<file path="src/rtl/chip8_pkg.sv">
// Shared CHIP-8 definitions for the main-memory port A arbiter.
//   - default address/data widths of the 4 KiB CHIP-8 memory
//   - owner encoding carried with each memory access
//   - arbiter FSM states and the access tag structure
package chip8_pkg;

    localparam int unsigned ADDR_W_DEF = 12;
    localparam int unsigned DATA_W_DEF = 8;

    localparam logic [1:0] OWN_NONE = 2'd0;
    localparam logic [1:0] OWN_LD   = 2'd1;
    localparam logic [1:0] OWN_CPU  = 2'd2;
    localparam logic [1:0] OWN_DRW  = 2'd3;

    typedef enum logic [1:0] {
        StIdle    = 2'd0,
        StLockCpu = 2'd1,
        StLockDrw = 2'd2
    } arb_state_e;

    // Travels alongside each access through the two-stage pipe.
    typedef struct packed {
        logic       valid;
        logic       is_read;
        logic [1:0] owner;
    } mem_tag_t;

endpackage

</file>
<file path="src/rtl/cpu_mem_arbiter_if.sv">
// Bundle of requester handshakes and memory port A signals for cpu_mem_arbiter.
//   slave  : arbiter side (takes reqs and mem_rdata, drives gnts, rvalids, rdata, mem_*)
//   master : requester/memory side (the mirror image)
interface cpu_mem_arbiter_if #(
    parameter int unsigned ADDR_W = chip8_pkg::ADDR_W_DEF,
    parameter int unsigned DATA_W = chip8_pkg::DATA_W_DEF
);
    // Loader (write-only)
    logic              ld_req;
    logic [ADDR_W-1:0] ld_addr;
    logic [DATA_W-1:0] ld_wdata;
    logic              ld_gnt;
    // CPU (read/write)
    logic              cpu_req;
    logic              cpu_we;
    logic              cpu_lock;
    logic [ADDR_W-1:0] cpu_addr;
    logic [DATA_W-1:0] cpu_wdata;
    logic              cpu_gnt;
    logic              cpu_rvalid;
    // Draw engine (read-only)
    logic              drw_req;
    logic              drw_lock;
    logic [ADDR_W-1:0] drw_addr;
    logic              drw_gnt;
    logic              drw_rvalid;
    // Shared read return
    logic [DATA_W-1:0] rdata;
    // Memory port A
    logic              mem_en;
    logic              mem_write;
    logic [ADDR_W-1:0] mem_addr;
    logic [DATA_W-1:0] mem_wdata;
    logic [DATA_W-1:0] mem_rdata;

    modport slave (
        input  ld_req, ld_addr, ld_wdata,
        input  cpu_req, cpu_we, cpu_lock, cpu_addr, cpu_wdata,
        input  drw_req, drw_lock, drw_addr,
        input  mem_rdata,
        output ld_gnt, cpu_gnt, cpu_rvalid, drw_gnt, drw_rvalid, rdata,
        output mem_en, mem_write, mem_addr, mem_wdata
    );

    modport master (
        output ld_req, ld_addr, ld_wdata,
        output cpu_req, cpu_we, cpu_lock, cpu_addr, cpu_wdata,
        output drw_req, drw_lock, drw_addr,
        output mem_rdata,
        input  ld_gnt, cpu_gnt, cpu_rvalid, drw_gnt, drw_rvalid, rdata,
        input  mem_en, mem_write, mem_addr, mem_wdata
    );

endinterface

</file>
<file path="src/rtl/mem_arb_priority.sv">
// Combinational grant select for cpu_mem_arbiter.
//   state   : current arbiter FSM state
//   *_req   : requests from loader, CPU, draw engine
//   starve  : draw engine has waited the starvation limit
//   *_gnt   : one-hot grant (at most one high)
module mem_arb_priority (
    input  chip8_pkg::arb_state_e state,
    input  logic                  ld_req,
    input  logic                  cpu_req,
    input  logic                  drw_req,
    input  logic                  starve,
    output logic                  ld_gnt,
    output logic                  cpu_gnt,
    output logic                  drw_gnt
);
    import chip8_pkg::*;

    always_comb begin
        ld_gnt  = 1'b0;
        cpu_gnt = 1'b0;
        drw_gnt = 1'b0;
        unique case (state)
            StIdle: begin
                if (ld_req) begin
                    ld_gnt = 1'b1;
                end else if (drw_req && starve) begin
                    drw_gnt = 1'b1;
                end else if (cpu_req) begin
                    cpu_gnt = 1'b1;
                end else if (drw_req) begin
                    drw_gnt = 1'b1;
                end
            end
            // A lock excludes everyone else, the loader included.
            StLockCpu: cpu_gnt = cpu_req;
            StLockDrw: drw_gnt = drw_req;
            default: ;
        endcase
    end

endmodule

</file>
<file path="src/rtl/cpu_mem_arbiter.sv">
// Arbitrates CHIP-8 main memory port A between the ROM loader, the CPU and the draw engine.
//   clk   : system clock, shared with memory port A
//   reset : asynchronous active-high reset
//   bus   : requester handshakes (req/gnt/rvalid), shared rdata and memory port A drive
// Grant at T, registered memory command at T+1, read data with owner rvalid at T+2.
module cpu_mem_arbiter #(
    parameter int unsigned ADDR_W       = chip8_pkg::ADDR_W_DEF,
    parameter int unsigned DATA_W       = chip8_pkg::DATA_W_DEF,
    parameter int unsigned STARVE_LIMIT = 4
) (
    input logic              clk,
    input logic              reset,
    cpu_mem_arbiter_if.slave bus
);
    import chip8_pkg::*;

    arb_state_e        state_q, state_d;
    logic [3:0]        drw_wait_q, drw_wait_d;
    mem_tag_t          tag_d, tag1_q, tag2_q;
    logic              mem_en_q, mem_write_q, mem_write_d;
    logic [ADDR_W-1:0] mem_addr_q, mem_addr_d;
    logic [DATA_W-1:0] mem_wdata_q, mem_wdata_d;
    logic [DATA_W-1:0] rdata_q;
    logic              starve, read_done;
    logic              ld_sel, cpu_sel, drw_sel;
    logic              ld_gnt, cpu_gnt, drw_gnt;

    assign starve = (drw_wait_q == 4'(STARVE_LIMIT));

    mem_arb_priority u_priority (
        .state   (state_q),
        .ld_req  (bus.ld_req),
        .cpu_req (bus.cpu_req),
        .drw_req (bus.drw_req),
        .starve  (starve),
        .ld_gnt  (ld_sel),
        .cpu_gnt (cpu_sel),
        .drw_gnt (drw_sel)
    );

    // Grants are combinational, so they must be forced low while reset is asserted.
    assign ld_gnt  = ld_sel  & ~reset;
    assign cpu_gnt = cpu_sel & ~reset;
    assign drw_gnt = drw_sel & ~reset;

    always_comb begin
        state_d = state_q;
        unique case (state_q)
            StIdle: begin
                if (cpu_gnt && bus.cpu_lock) begin
                    state_d = StLockCpu;
                end else if (drw_gnt && bus.drw_lock) begin
                    state_d = StLockDrw;
                end
            end
            StLockCpu: if (!bus.cpu_lock) state_d = StIdle;
            StLockDrw: if (!bus.drw_lock) state_d = StIdle;
            default:   state_d = StIdle;
        endcase
    end

    // Saturating wait counter; equality with the limit is the starve flag.
    always_comb begin
        drw_wait_d = drw_wait_q;
        if (!bus.drw_req || drw_gnt) begin
            drw_wait_d = '0;
        end else if (!starve) begin
            drw_wait_d = drw_wait_q + 4'd1;
        end
    end

    // Capture the granted access; address/data hold when nothing is granted.
    always_comb begin
        tag_d       = '{valid: 1'b0, is_read: 1'b0, owner: OWN_NONE};
        mem_write_d = 1'b0;
        mem_addr_d  = mem_addr_q;
        mem_wdata_d = mem_wdata_q;
        if (ld_gnt) begin
            tag_d       = '{valid: 1'b1, is_read: 1'b0, owner: OWN_LD};
            mem_write_d = 1'b1;
            mem_addr_d  = bus.ld_addr;
            mem_wdata_d = bus.ld_wdata;
        end else if (cpu_gnt) begin
            tag_d       = '{valid: 1'b1, is_read: ~bus.cpu_we, owner: OWN_CPU};
            mem_write_d = bus.cpu_we;
            mem_addr_d  = bus.cpu_addr;
            mem_wdata_d = bus.cpu_wdata;
        end else if (drw_gnt) begin
            tag_d       = '{valid: 1'b1, is_read: 1'b1, owner: OWN_DRW};
            mem_addr_d  = bus.drw_addr;
        end
    end

    assign read_done = tag2_q.valid & tag2_q.is_read;

    always_ff @(posedge clk or posedge reset) begin
        if (reset) begin
            state_q     <= StIdle;
            drw_wait_q  <= '0;
            tag1_q      <= '0;
            tag2_q      <= '0;
            mem_en_q    <= 1'b0;
            mem_write_q <= 1'b0;
            mem_addr_q  <= '0;
            mem_wdata_q <= '0;
            rdata_q     <= '0;
        end else begin
            state_q     <= state_d;
            drw_wait_q  <= drw_wait_d;
            tag1_q      <= tag_d;
            tag2_q      <= tag1_q;
            mem_en_q    <= tag_d.valid;
            mem_write_q <= mem_write_d;
            mem_addr_q  <= mem_addr_d;
            mem_wdata_q <= mem_wdata_d;
            if (read_done) begin
                rdata_q <= bus.mem_rdata;
            end
        end
    end

    assign bus.ld_gnt     = ld_gnt;
    assign bus.cpu_gnt    = cpu_gnt;
    assign bus.drw_gnt    = drw_gnt;
    assign bus.mem_en     = mem_en_q;
    assign bus.mem_write  = mem_write_q;
    assign bus.mem_addr   = mem_addr_q;
    assign bus.mem_wdata  = mem_wdata_q;
    assign bus.cpu_rvalid = read_done & (tag2_q.owner == OWN_CPU);
    assign bus.drw_rvalid = read_done & (tag2_q.owner == OWN_DRW);
    // The memory's read register supplies the byte in the rvalid cycle; rdata_q keeps it
    // stable afterwards and gives rdata a defined reset value.
    assign bus.rdata      = read_done ? bus.mem_rdata : rdata_q;

endmodule

</file>
<file path="src/flat_wrapper.sv">
// flat-port wrapper written by rule: the top's interface ports become plain ports
module cpu_mem_arbiter_flat import chip8_pkg::*;
#(
    parameter int unsigned ADDR_W       = chip8_pkg::ADDR_W_DEF,
    parameter int unsigned DATA_W       = chip8_pkg::DATA_W_DEF,
    parameter int unsigned STARVE_LIMIT = 4
)
  (clk, reset, bus_ld_req, bus_ld_addr, bus_ld_wdata, bus_cpu_req, bus_cpu_we, bus_cpu_lock, bus_cpu_addr, bus_cpu_wdata, bus_drw_req, bus_drw_lock, bus_drw_addr, bus_mem_rdata, bus_ld_gnt, bus_cpu_gnt, bus_cpu_rvalid, bus_drw_gnt, bus_drw_rvalid, bus_rdata, bus_mem_en, bus_mem_write, bus_mem_addr, bus_mem_wdata);
  cpu_mem_arbiter_if #(.ADDR_W(ADDR_W), .DATA_W(DATA_W)) bus_i ();
  input logic clk;
  input logic reset;
  input wire logic [$bits(bus_i.ld_req)-1:0] bus_ld_req;
  input wire logic [$bits(bus_i.ld_addr)-1:0] bus_ld_addr;
  input wire logic [$bits(bus_i.ld_wdata)-1:0] bus_ld_wdata;
  input wire logic [$bits(bus_i.cpu_req)-1:0] bus_cpu_req;
  input wire logic [$bits(bus_i.cpu_we)-1:0] bus_cpu_we;
  input wire logic [$bits(bus_i.cpu_lock)-1:0] bus_cpu_lock;
  input wire logic [$bits(bus_i.cpu_addr)-1:0] bus_cpu_addr;
  input wire logic [$bits(bus_i.cpu_wdata)-1:0] bus_cpu_wdata;
  input wire logic [$bits(bus_i.drw_req)-1:0] bus_drw_req;
  input wire logic [$bits(bus_i.drw_lock)-1:0] bus_drw_lock;
  input wire logic [$bits(bus_i.drw_addr)-1:0] bus_drw_addr;
  input wire logic [$bits(bus_i.mem_rdata)-1:0] bus_mem_rdata;
  output wire logic [$bits(bus_i.ld_gnt)-1:0] bus_ld_gnt;
  output wire logic [$bits(bus_i.cpu_gnt)-1:0] bus_cpu_gnt;
  output wire logic [$bits(bus_i.cpu_rvalid)-1:0] bus_cpu_rvalid;
  output wire logic [$bits(bus_i.drw_gnt)-1:0] bus_drw_gnt;
  output wire logic [$bits(bus_i.drw_rvalid)-1:0] bus_drw_rvalid;
  output wire logic [$bits(bus_i.rdata)-1:0] bus_rdata;
  output wire logic [$bits(bus_i.mem_en)-1:0] bus_mem_en;
  output wire logic [$bits(bus_i.mem_write)-1:0] bus_mem_write;
  output wire logic [$bits(bus_i.mem_addr)-1:0] bus_mem_addr;
  output wire logic [$bits(bus_i.mem_wdata)-1:0] bus_mem_wdata;
  assign bus_i.ld_req = bus_ld_req;
  assign bus_i.ld_addr = bus_ld_addr;
  assign bus_i.ld_wdata = bus_ld_wdata;
  assign bus_i.cpu_req = bus_cpu_req;
  assign bus_i.cpu_we = bus_cpu_we;
  assign bus_i.cpu_lock = bus_cpu_lock;
  assign bus_i.cpu_addr = bus_cpu_addr;
  assign bus_i.cpu_wdata = bus_cpu_wdata;
  assign bus_i.drw_req = bus_drw_req;
  assign bus_i.drw_lock = bus_drw_lock;
  assign bus_i.drw_addr = bus_drw_addr;
  assign bus_i.mem_rdata = bus_mem_rdata;
  assign bus_ld_gnt = bus_i.ld_gnt;
  assign bus_cpu_gnt = bus_i.cpu_gnt;
  assign bus_cpu_rvalid = bus_i.cpu_rvalid;
  assign bus_drw_gnt = bus_i.drw_gnt;
  assign bus_drw_rvalid = bus_i.drw_rvalid;
  assign bus_rdata = bus_i.rdata;
  assign bus_mem_en = bus_i.mem_en;
  assign bus_mem_write = bus_i.mem_write;
  assign bus_mem_addr = bus_i.mem_addr;
  assign bus_mem_wdata = bus_i.mem_wdata;
  cpu_mem_arbiter #(.ADDR_W(ADDR_W), .DATA_W(DATA_W), .STARVE_LIMIT(STARVE_LIMIT)) u_core (.clk(clk), .reset(reset), .bus(bus_i));
endmodule
</file>
<file path="config.mk">
export PLATFORM = sky130hd
export DESIGN_NAME = cpu_mem_arbiter_flat
export DESIGN_NICKNAME = d
export VERILOG_FILES = /design/src/rtl/chip8_pkg.sv /design/src/rtl/cpu_mem_arbiter_if.sv /design/src/rtl/mem_arb_priority.sv /design/src/rtl/cpu_mem_arbiter.sv /design/src/flat_wrapper.sv
export SDC_FILE = /design/constraint.sdc
export NUM_CORES = 1
export LEC_CHECK = 0
export ABC_AREA = 1
export CORE_ASPECT_RATIO = 0.6
export CORE_UTILIZATION = 55
export DETAILED_ROUTE_END_ITERATION = 7
export DONT_BUFFER_PORTS = 1
export PLACE_DENSITY = 0.76
export SETUP_SLACK_MARGIN = 0.3
export SYNTH_ARGS = -nofsm -noshare
export SYNTH_HDL_FRONTEND = slang
export SYNTH_SLANG_ARGS = --single-unit
</file>
<file path="constraint.sdc">
create_clock -name clk -period 2.15 [get_ports clk]
set_clock_uncertainty 0.2 [all_clocks]
set_input_delay 0.43 -clock clk [delete_from_list [all_inputs] [get_ports clk]]
set_output_delay 0.43 -clock clk [all_outputs]
set_load 0.01 [all_outputs]
</file>
# Word-level counts from Yosys, hierarchy flattened
# Index checks and enable logic that the tools add are counted.
dict set report word_totals {
  out_inout_bits 35
  in_bits 68
  register_bits 43
}
dict set report classes {
  n_bitwise 8
  add_sub_neg 1
  muxes 29
  n_eq_ne 9
  reduce_logical 9
}
# cell n
set op_table {}
lappend op_table {{$mux 12} 3}
lappend op_table {{$mux 8} 3}
lappend op_table {{$mux 4} 5}
lappend op_table {{$mux 1} 11}
lappend op_table {{$mux 2} 4}
lappend op_table {{$and 1x1->1} 6}
lappend op_table {{$eq 2x2->1 const B} 3}
lappend op_table {{$pmux 2 s3} 1}
lappend op_table {{$add 4x1->4 const B} 1}
lappend op_table {{$eq 4x3->1 const B} 1}
lappend op_table {{$ne 2x2->1 const B} 2}
lappend op_table {{$pmux 1 s2} 2}
lappend op_table {{$logic_and 1x1->1} 3}
lappend op_table {{$ne 3x1->1 const B} 1}
lappend op_table {{$reduce_and 3->1} 1}
lappend op_table {{$reduce_bool 3->1} 1}
lappend op_table {{$eq 2x1->1 const B} 1}
lappend op_table {{$logic_not 2->1} 1}
lappend op_table {{$ne 2x1->1 const B} 1}
lappend op_table {{$not 1->1} 2}
lappend op_table {{$reduce_bool 2->1} 1}
lappend op_table {{$logic_not 1->1} 1}
lappend op_table {{$logic_or 1x1->1} 1}

# Longest topological paths before layout
dict set report logic_depth {
  word_depth 10
  ltp_mapped 12
  ltp_nobuf 11
}

# Hierarchy
# A second synthesis with hierarchy kept.
dict set report hier_totals {
  hier_cells 239
  area_unflattened_um2 2104.5
}
# mod seq_area_each_um2 n_inst cells_per_inst area_each_um2
set by_module_without_submodules {}
lappend by_module_without_submodules {cpu_mem_arbiter 1076.0 1 224 2037.0}
lappend by_module_without_submodules {mem_arb_priority 0.0 1 15 67.6}

# Least setup slack after synthesis
# OpenSTA, ideal clock, no wires.
dict set report synth_path {
  kind {input to register}
  startpoint {input reset}
  endpoint {register u_core.mem_addr_q[1], in the netlist u_core.bus.mem_addr[1]}
  path_stages 8
  arrival_ps 1862
  slack_ps -29
  n_path_buf 1
  required_ps 1833
  cell_sequence {inv_2 > nand2_2 > nor2_8 > inv_4 > buf_6 > or2_1 > nand3_1 > nand2_1}
}
dict set report synth_between {
  elab_cells_between_ends 7
}
# item line
set synth_rtl {}
lappend synth_rtl {{from (decl)} flat_wrapper.sv:11} ;# input logic reset;
lappend synth_rtl {{$not 1->1 *} cpu_mem_arbiter.sv:42} ;# assign ld_gnt = ld_sel & ~reset;
lappend synth_rtl {{$and 1x1->1 *} cpu_mem_arbiter.sv:42}
lappend synth_rtl {{via bus_ld_gnt} flat_wrapper.sv:24} ;# output wire logic [$bits(bus_i.ld_gnt)-1:0] bus_ld_gnt;
lappend synth_rtl {{$reduce_bool 3->1 (no source line) or $mux 12 (tied branches)} --}
lappend synth_rtl {{to (signal assigned)} cpu_mem_arbiter.sv:114} ;# mem_addr_q <= mem_addr_d;
lappend synth_rtl {{to (decl)} cpu_mem_arbiter.sv:21} ;# logic [ADDR_W-1:0] mem_addr_q, mem_addr_d;
# The timed path passes the listed nets; every way through them passes the cells marked *.
# A chain may end at the register's enable or synchronous reset.

# Worst setup path after layout
dict set report layout_path {
  startpoint {register u_core.drw_wait_q[1]}
  endpoint {output bus_cpu_gnt}
}
dict set report layout_between {
  elab_chain_cells 6
}
# item line
set layout_rtl {}
lappend layout_rtl {{from (decl)} cpu_mem_arbiter.sv:18} ;# logic [3:0] drw_wait_q, drw_wait_d;
lappend layout_rtl {{from (signal assigned)} cpu_mem_arbiter.sv:109} ;# drw_wait_q <= drw_wait_d;
lappend layout_rtl {{$eq 4x3->1} cpu_mem_arbiter.sv:28} ;# assign starve = (drw_wait_q == 4'(STARVE_LIMIT));
lappend layout_rtl {{$logic_and 1x1->1} mem_arb_priority.sv:26} ;# end else if (drw_req && starve) begin
lappend layout_rtl {{$mux 1} mem_arb_priority.sv:26}
lappend layout_rtl {{$mux 1} mem_arb_priority.sv:24} ;# if (ld_req) begin
lappend layout_rtl {{$pmux 1 s2} mem_arb_priority.sv:22} ;# unique case (state)
lappend layout_rtl {{$and 1x1->1} cpu_mem_arbiter.sv:43} ;# assign cpu_gnt = cpu_sel & ~reset;
lappend layout_rtl {{to (decl)} flat_wrapper.sv:25} ;# output wire logic [$bits(bus_i.cpu_gnt)-1:0] bus_cpu_gnt;
# Every way passes these cells.

==> summary.md <==
| Metric | Value |
|---|---|
| Nets | `336` |
| Gpl congestion | `0.835` |
| Die width | `84.1 um` |
| Layout area overhead | `21.1%` |
| Worst path max stage delay | `0.40 ns` |
| Crit end category | `primary output` |
| Peak supply drop | `0.353 mV` |
| Maximum fanout along the worst path | `6` |
| I/O pin count | `103` |
| Antenna Violating Nets Remaining | `0` |
| CP cell instances | `inv_2 -> ha_4 -> nand4_1 -> nand2_4 -> nand2_8 -> nand2_8 -> inv_8` |
| Synth unique cells | `29` |
| GR Util met3 | `9.21%` |
| Yosys warns | `0` |
| Post-synthesis cell area | `0.00222 mm^2` |
| Reg2reg path depth | `12` |
| Failing checks | `DRC` |
| Max-cap viol count | `0` |
| WS Path Type | `reg -> out` |
| Vias in the first global route | `1859` |
| H-tree depth | `2` |
| Fillers | `272` |
| DRC Markers | `15` |
| CTS tree | `done` |
| Rows | `17` |
| Total negative slack | `0 ns` |
| Vias | `1919` |
| Routed len/inst | `20.1 um` |
| DRT Pass-1 Iters | `6` |
| HPWL after DPL | `3.68 mm` |
| Share of cells above drive strength 1 | `31.1%` |
| CP Data Arrival Time | `1.42 ns` |
| Area contributors post-synth | `dfrtp_1 48%, nand3_1 15%, nand2_1 7.9%` |
| Yosys top cell area share | `48.4%` |
| Met1 Use GR | `38.9%` |
| Worst path slowest cell | `dfrtp_1` |
| Root buf cell | `clkbuf_8` |
| Synth area leader | `dfrtp_1` |
| Antenna violations before repair | `0` |
| GR Overflow Total | `0` |
| Final period util | `95.3%` |
| Hold Violations, Final | `0` |
| Grt met2 use | `47.5%` |
| Die span in y | `51.3 um` |
| Status | `finished with violations` |
| CTS Sinks | `43` |
| Tightest Pin Transition | `0.528 ns` |
| Avg Inst Size Synth | `9.27 um^2` |
| Final slew viol count | `0` |
| Drt total wl | `6.33 mm` |
| Initial cell density of the core | `59.1%` |
| Hold Path Stages | `1` |
| Setup Viol. Count Final | `0` |
| Overall global routing resource usage | `29.4%` |
| Via density | `6.11` |
| CTS buffer count | `5` |
| First-pass GRT wire length | `9.38 mm` |
| 1st-iter DRT viols | `105` |
| Largest net degree at the start of global routing | `44` |
| Yosys reg bits | `43` |
| CORE AREA | `0.00376 mm^2` |
| Busiest grt layer | `met2` |
| Min Hold Slack | `0.0360 ns` |
| Max-Slew Margin vs Limit | `64.8%` |
| RSZ-0062 raised after global routing | `true` |
| WP data required | `1.52 ns` |
| Most used cell, CP | `nand2_8` |
| Clk pin slew, worst setup/hold paths | `0.08 ns` |
| Fin crit period | `2.05 ns` |
| CTS Buffer Depth | `2` |
| Fmax | `488 MHz` |
| Worst hold path type | `in -> reg` |
| Clk Latency, worst-skew pair | `0.29 ns` |
| Synthesized instance count | `240` |
| IO Port Bufs | `0` |
| Leak | `0.00131 uW` |
| # diodes | `0` |
| Pwr/cell area | `910 mW/mm^2` |
| Die ar. | `0.00431 mm^2` |
| Synth Net Count | `310` |
| Worst Setup Start Kind | `flip-flop` |
| Register area share after synthesis | `48.4%` |
stage by stage:
step	cells	utilization [%]	setup WS [ns]	total power (uW)	cell area (um^2)
2_1_floorplan	240	-	0.223	1590	2240
3_3_place_gp	280	59.5	0.245	1680	2240
3_5_place_dp	280	59.5	0.197	1700	2240
4_1_cts	304	68.5	0.165	2380	2580
5_1_grt	314	71.6	0.0532	2580	2700
6_report	314	71.6	0.101	2450	2700
state kept, by name, summed over array words and instances, names as in the netlist:
name / flops
u_core.drw_wait_q: 4
u_core.bus.mem_wdata: 8
u_core.tag1_q: 4
u_core.tag2_q: 4
u_core.bus.mem_write: 1
u_core.state_q: 2
u_core.rdata_q: 8
u_core.bus.mem_addr: 12
critical path, delay by kind of cell (launching register included):
| family | cells | cell delay, ns |
|---|---|---|
| buffers and inverters | 2 | 0.13 |
| and+or+nand+nor | 4 | 0.43 |
| adders and majority gates | 1 | 0.16 |
| DFF | 1 | 0.40 |
cell type report:
class                           instances  area, um^2  share of cell area (%)
Sequential cell                        43        1080                    40.0
Timing Repair inverter                  1        6.26                   0.232
Clock inverter                          1        7.51                   0.279
Timing Repair Buffer                   29         254                    9.42
Tap cell                               47        58.8                    2.18
Clock buffer                            7        96.3                    3.57
Multi-Input combinational cell        175        1130                    41.9
Inverter                               11        63.8                    2.37
cell families after synthesis:
kind of cell | after synthesis | synth area share [%]
flops | 43 | 48.4
buf+inv | 25 | 6.69
xor+xnor | 2 | 0.788
compound gates | 6 | 1.35
fa+ha+maj | 2 | 1.12
mux | 8 | 4.05
simple gates | 154 | 37.6
Yosys cell counts, drive strengths merged:
library cell and instances:
o21ai 5, nand3 67, a21oi 1, nor3 1, xor2 1, nand2 54, nor3b 1, xnor2 1
nor2 6, buf 14, or2 12, dfrtp 43, nand4 13, ha 2, mux2 8, inv 11
path summary, 6_finish.rpt:
check	startpoint	endpoint	slack, ns
max	u_core.drw_wait_q[1]$_DFFE_PP0P_	bus_cpu_gnt	0.10
min	bus_cpu_we	u_core.tag1_q[2]$_DFF_PP0_	0.04
max reg2reg	u_core.drw_wait_q[1]$_DFFE_PP0P_	u_core.bus.mem_addr[6]$_DFFE_PP0P_	0.19
min reg2reg	u_core.tag1_q[0]$_DFF_PP0_	u_core.tag2_q[0]$_DFF_PP0_	0.15
max in group asynchronous	reset	u_core.tag2_q[3]$_DFF_PP0_	0.87
min in group asynchronous	reset	u_core.bus.mem_wdata[0]$_DFFE_PP0P_	0.49
report_power, final:
group,leakage (uW),internal (uW),switching (uW),total (uW)
Clock,0.0000505,292,268,560
Sequential,0.000533,1010,187,1200
Combinational,0.000728,318,379,698
Total,0.00131,1620,834,2450
timing repair:
item / CTS / global route
pin swaps: 6 / 9
setup endpoints to repair: 31 / 34
cloned: 3 / 1
hold buffers: 1 / 0
hold endpoints to repair: 43 / 0
setup buffers: 12 / 9
gates resized for setup: 28 / 11
layer usage:
metal  share of wire (%)  up-vias  wire (um)
met5                   0        -          0
met4                 1.8        0        116
met3                  11       11        690
met2                  45      116       2860
met1                  42      917       2660
li1                    -      875          -
cells in the final DEF (no fill, tap or decap), types with 2 or more instances in the layout:
cell and n:
inv_4 2, o21ai_1 3, dfrtp_2 2, or2_1 4
nand2_2 2, nand2_8 3, clkbuf_8 7, buf_8 3
buf_4 22, dfrtp_1 41, nand2_4 5, nor2_4 3
nand3_1 64, or2_2 7, inv_8 2, o21ai_0 2
nand2_1 45, nand3_4 3, buf_6 3, mux2_4 8
nand4_1 13, inv_1 3, nor2_1 3, inv_2 4
No activity file was read; power rests on OpenSTA's default activity.
==> edit 1 (same settings) <==
The 3 states of `arb_state_e` get a one-hot encoding in 3 bits.
--- a/src/rtl/chip8_pkg.sv
+++ b/src/rtl/chip8_pkg.sv
@@ -12,10 +12,10 @@
     localparam logic [1:0] OWN_CPU  = 2'd2;
     localparam logic [1:0] OWN_DRW  = 2'd3;
 
-    typedef enum logic [1:0] {
-        StIdle    = 2'd0,
-        StLockCpu = 2'd1,
-        StLockDrw = 2'd2
+    typedef enum logic [2:0] {
+        StIdle    = 3'b001,
+        StLockCpu = 3'b010,
+        StLockDrw = 3'b100
     } arb_state_e;
 
     // Travels alongside each access through the two-stage pipe.
Function: no difference found for any inputs over 10 cycles, from zero or initial values and one cycle with reset high; not proved beyond that.
==> edit 1 against the original RTL <==
- the run ends with negative setup slack left
- global-route usage is 2.9 points lower
- wire length is 1.6% higher
- hold slack better by 0.025 ns
- critical endpoint unchanged
- worst setup slack worse by 0.15 ns
- first-iteration DRC count is 140% higher
- design area is 7.2% higher
- area after synthesis is 2.5% lower
- critical path depth stayed put
- clock power is 9.6% higher
- fmax is 6.8% lower
- sequential cell count is 1 higher
- total power is 35% higher
==> edit 1: results (changes against the original RTL) <==
\begin{tabular}{lr}
\hline
Metric & Value \\
\hline
\multicolumn{2}{l}{\textbf{Synth}} \\
Biggest area contributors in the synthesized netlist & dfrtp\_1 (50\%), nand3\_1 (16\%), nand2\_1 (8.7\%) \\
Number of unique standard cell types used by synthesis & 27 (-6.9\%) \\
Part of the Yosys area used for sequential elements & 50.8\% (+2.4 points) \\
Post-Synth Adder-Cell Area & 1.15\% (+0.029 points) \\
Synthesized-area fraction occupied by xor and xnor cells & 0.807\% (+0.020 points) \\
Compound-gate portion of the synthesized area & 1.61\% (+0.26 points) \\
Most frequent cells after synthesis & nand3\_1 (69), nand2\_1 (50), dfrtp\_1 (43) \\
\multicolumn{2}{l}{\textbf{Setup path}} \\
Critical-path maximum fanout & 5 (-1) \\
Worst endpoint data arrival time & 1.57 ns (+0.15 ns) \\
Startpoint of the worst setup timing path & u\_core.drw\_wait\_q[0]\$\_DFFE\_PP0P\_ \\
\multicolumn{2}{l}{\textbf{Placement}} \\
Cell Count Post-Placement & 289 (+3.2\%) \\
Placed Instance Area & 0.00222 mm² (-0.62\%) \\
Post-place setup slack & 0.0112 ns (-0.186 ns) \\
Final HPWL DP & 3.46 mm (-6.1\%) \\
\multicolumn{2}{l}{\textbf{Timing}} \\
Final-report setup violation count & 2 (+2) \\
Worst slew pin tran & 0.441 ns (-0.0871 ns) \\
Setup Total Neg Slack & -0.0599 ns (-0.0599 ns) \\
Final worst-path setup slack & -0.0488 ns (-0.150 ns) \\
\multicolumn{2}{l}{\textbf{GRT}} \\
First-pass GRT wire length & 8.47 mm (-9.7\%) \\
Via count of the first global-routing pass & 1657 (-11\%) \\
GRT Total Usage & 26.5\% (-2.9 points) \\
\multicolumn{2}{l}{\textbf{Finish}} \\
Fin nets & 337 (+0.30\%) \\
Proportion of layout cells with a drive suffix above 1 & 39.9\% (+8.8 points) \\
\multicolumn{2}{l}{\textbf{Drt}} \\
Via count & 2043 (+6.5\%) \\
Met2 routed WL & 3.12 mm (+9.1\%) \\
Detailed route wirelength on metal3 & 653 µm (-5.4\%) \\
Number of DRC violations after detailed-routing iteration 0 & 254 (+140\%) \\
Pre-Repair DR Iteration Count & 5 (-1) \\
Via density per instance & 6.49 (+6.1\%) \\
\multicolumn{2}{l}{\textbf{Pwr}} \\
Leakage power & 1.43 nW (+8.9\%) \\
Worst vdd rail ir drop & 784 µV (+120\%) \\
Net switching power of the design & 1.28 mW (+53\%) \\
Power consumed by sequential cells & 1.48 mW (+23\%) \\
\multicolumn{2}{l}{\textbf{Status}} \\
Run status & finished, violations left \\
Failing checks & negative setup slack \\
\hline
\end{tabular}
[edit 1: path summary, 6_finish.rpt]
check,end,slack (ns)
max,bus_cpu_gnt,-0.05
min,u_core.bus.mem_write$_DFF_PP0_,0.06
max reg2reg,u_core.bus.mem_addr[3]$_DFFE_PP0P_,0.08
min reg2reg,u_core.tag2_q[0]$_DFF_PP0_,0.15
max in group asynchronous,u_core.state_q[0]$_DFFE_PP1P_,0.96
min in group asynchronous,u_core.bus.mem_wdata[2]$_DFFE_PP0P_,0.31
[edit 1: repair_timing]
action	4_1_cts	5_1_grt
gates cloned	4	2
setup endpoints to repair	38	37
hold endpoints to repair	8	0
pin swaps	23	23
setup buffers	9	1
resized for setup	58	38
hold buffers	2	0
[edit 1: per-layer routing]
| layer | GRT usage [%] | up-vias |
|---|---|---|
| met3 | 8.22 | 18 |
| met1 | 35.1 | 974 |
| met2 | 41.7 | 170 |
| li1 | - | 881 |
| met5 | 0 | - |
| met4 | 9.48 | 0 |
[edit 1: cells by family (layout without fill, tap and decap cells)]
group,after synthesis,after routing
muxes,8,8
DFF,44,44
and+or+nand+nor,156,158
buffers and inverters,28,47
AOI/OAI and AO/OA,7,7
adders and majority gates,2,2
xor gates and xnor gates,2,2
[edit 1: area by class of cell]
cell class / count / area share (%)
multi-input combinational: 177 / 43.6
sequential: 44 / 38.2
timing repair buffer: 22 / 8.14
inverter: 14 / 2.60
clock buffer: 6 / 2.51
tap: 47 / 2.04
timing repair inverter: 3 / 1.69
clock inverter: 2 / 1.21
[edit 1: worst reg2reg max path, stage by stage (launching register included)]
cell	delay, ns
dfrtp_1	0.40
inv_2	0.10
ha_4	0.16
nand4_1	0.16
nand3_2	0.11
nand2_2	0.08
nand2_4	0.09
buf_4	0.27
nand3_4	0.19
nand3_1	0.13
nand2_1	0.07
==> edit 2 (config.mk and constraints unchanged) <==
Without the edit above. `DATA_W_DEF`: 8 -> 12.
--- a/src/rtl/chip8_pkg.sv
+++ b/src/rtl/chip8_pkg.sv
@@ -5,7 +5,7 @@
 package chip8_pkg;
 
     localparam int unsigned ADDR_W_DEF = 12;
-    localparam int unsigned DATA_W_DEF = 8;
+    localparam int unsigned DATA_W_DEF = 12;
 
     localparam logic [1:0] OWN_NONE = 2'd0;
     localparam logic [1:0] OWN_LD   = 2'd1;
Interface: changed (5 resized); port bits go from 103 to 123. No check against the original RTL was run, so the function may have changed too.
==> edit 2 against the original RTL <==
- combinational power up 25%
- sequential share of layout area down 0.25 points
- sequential power up 20%
- total power up 22%
- fmax down 2.0%
- sequential cell count up 8
- worst setup slack worse by 0.042 ns
- design area up 19%
- first-iteration DRC count up 12%
- wire length up 9.9%
- utilization up 4.4 points
- area after synthesis up 13%
- highest routed layer unchanged
==> edit 2: results (changes against the original RTL) <==
\begin{tabular}{lr}
\hline
Metric & Value \\
\hline
\multicolumn{2}{l}{\textbf{Setup path}} \\
Worst endpoint data arrival time & 1.46 ns (+0.04 ns) \\
Critical-path maximum fanout & 15 (+9) \\
Cell family with the largest share of critical-path delay & flip-flops \\
\multicolumn{2}{l}{\textbf{Finish}} \\
Multi-input gate share of the layout cell area & 40.3\% (-1.6 points) \\
Data-path buffer share of cell area in the final layout & 12.0\% (+2.6 points) \\
Fin nets & 377 (+12\%) \\
Multi-input gates & 192 (+9.7\%) \\
Proportion of layout cells with a drive suffix above 1 & 34.8\% (+3.7 points) \\
Fillers & 282 (+3.7\%) \\
Number of clock buffer instances in the layout & 5 (-2) \\
\multicolumn{2}{l}{\textbf{Drt}} \\
Number of DRC violations after detailed-routing iteration 0 & 118 (+12\%) \\
Routed len/inst & 19.5 µm (-3.1\%) \\
Pre-Repair DR Iteration Count & 5 (-1) \\
\multicolumn{2}{l}{\textbf{Pwr}} \\
Power density over the cells & 930 mW/mm² (+2.2\%) \\
\multicolumn{2}{l}{\textbf{Synth}} \\
Proportion of synthesized area in mux cells & 5.40\% (+1.3 points) \\
Synthesis-stage register bit count & 51 (+19\%) \\
Compound-gate portion of the synthesized area & 1.30\% (-0.050 points) \\
Post-Synth Adder-Cell Area & 1.00\% (-0.13 points) \\
Part of the Yosys area used for sequential elements & 51.0\% (+2.6 points) \\
Biggest area contributors in the synthesized netlist & dfrtp\_1 (51\%), nand3\_1 (15\%), nand2\_1 (7.9\%) \\
Post-Syn Area & 0.00250 mm² (+13\%) \\
Most frequent cells after synthesis & nand3\_1 (76), nand2\_1 (53), dfrtp\_1 (51) \\
\multicolumn{2}{l}{\textbf{GRT}} \\
Via count of the first global-routing pass & 1840 (-1.0\%) \\
Pin count of the biggest net entering global routing & 52 (+18\%) \\
First-pass GRT wire length & 8.86 mm (-5.5\%) \\
GRT Total Usage & 25.8\% (-3.7 points) \\
\multicolumn{2}{l}{\textbf{Clocking}} \\
Post-CTS Hold Buffers & 2 (+1) \\
Post-cts sizing count & 31 (+11\%) \\
Worst-Skew Late Latency & 0.31 ns (+0.02 ns) \\
\multicolumn{2}{l}{\textbf{Worst hold path}} \\
Hold Crit Endpoint & u\_core.bus.mem\_write\$\_DFF\_PP0\_ \\
Hold Path Stages & 2 (+1) \\
\multicolumn{2}{l}{\textbf{Timing}} \\
Slew Limit Headroom & 58.9\% (-5.9 points) \\
Final worst hold slack & 0.0480 ns (+0.0120 ns) \\
\multicolumn{2}{l}{\textbf{Status}} \\
Run status & complete, no violations \\
\multicolumn{2}{l}{\textbf{Placement}} \\
Cell Count Post-Placement & 321 (+15\%) \\
\hline
\end{tabular}
[edit 2: changes by cell type after synthesis, moves of 2 or more]
| cell | unedited run | this run |
|---|---|---|
| nand3_1 | 65 | 76 |
| dfrtp_1 | 43 | 51 |
| nand2_1 | 47 | 53 |
| mux2_2 | 8 | 12 |
| clkbuf_1 | 0 | 3 |
| nand2_2 | 3 | 1 |
| nand3_2 | 0 | 2 |
| nand3_4 | 2 | 0 |
| o21ai_1 | 3 | 1 |
| or2_1 | 4 | 6 |
| or2_2 | 7 | 5 |
[edit 2: power breakdown]
group	switching, mW	internal (mW)
clock network	0.329	0.351
logic	0.453	0.420
registers	0.228	1.21
total	1.01	1.98
[edit 2: layer usage]
metal	wire length [µm]	GRT usage [%]	vias up
li1	-	-	977
met1	2680	32.2	1032
met2	3410	41.7	128
met3	754	9.05	13
met4	113	10.6	0
met5	0	0	-
[edit 2: cell families after synthesis]
kind of cell	Yosys count
flops	51
mux	12
simple gates	168
fa+ha+maj	2
xor+xnor	2
compound gates	6
buf+inv	30
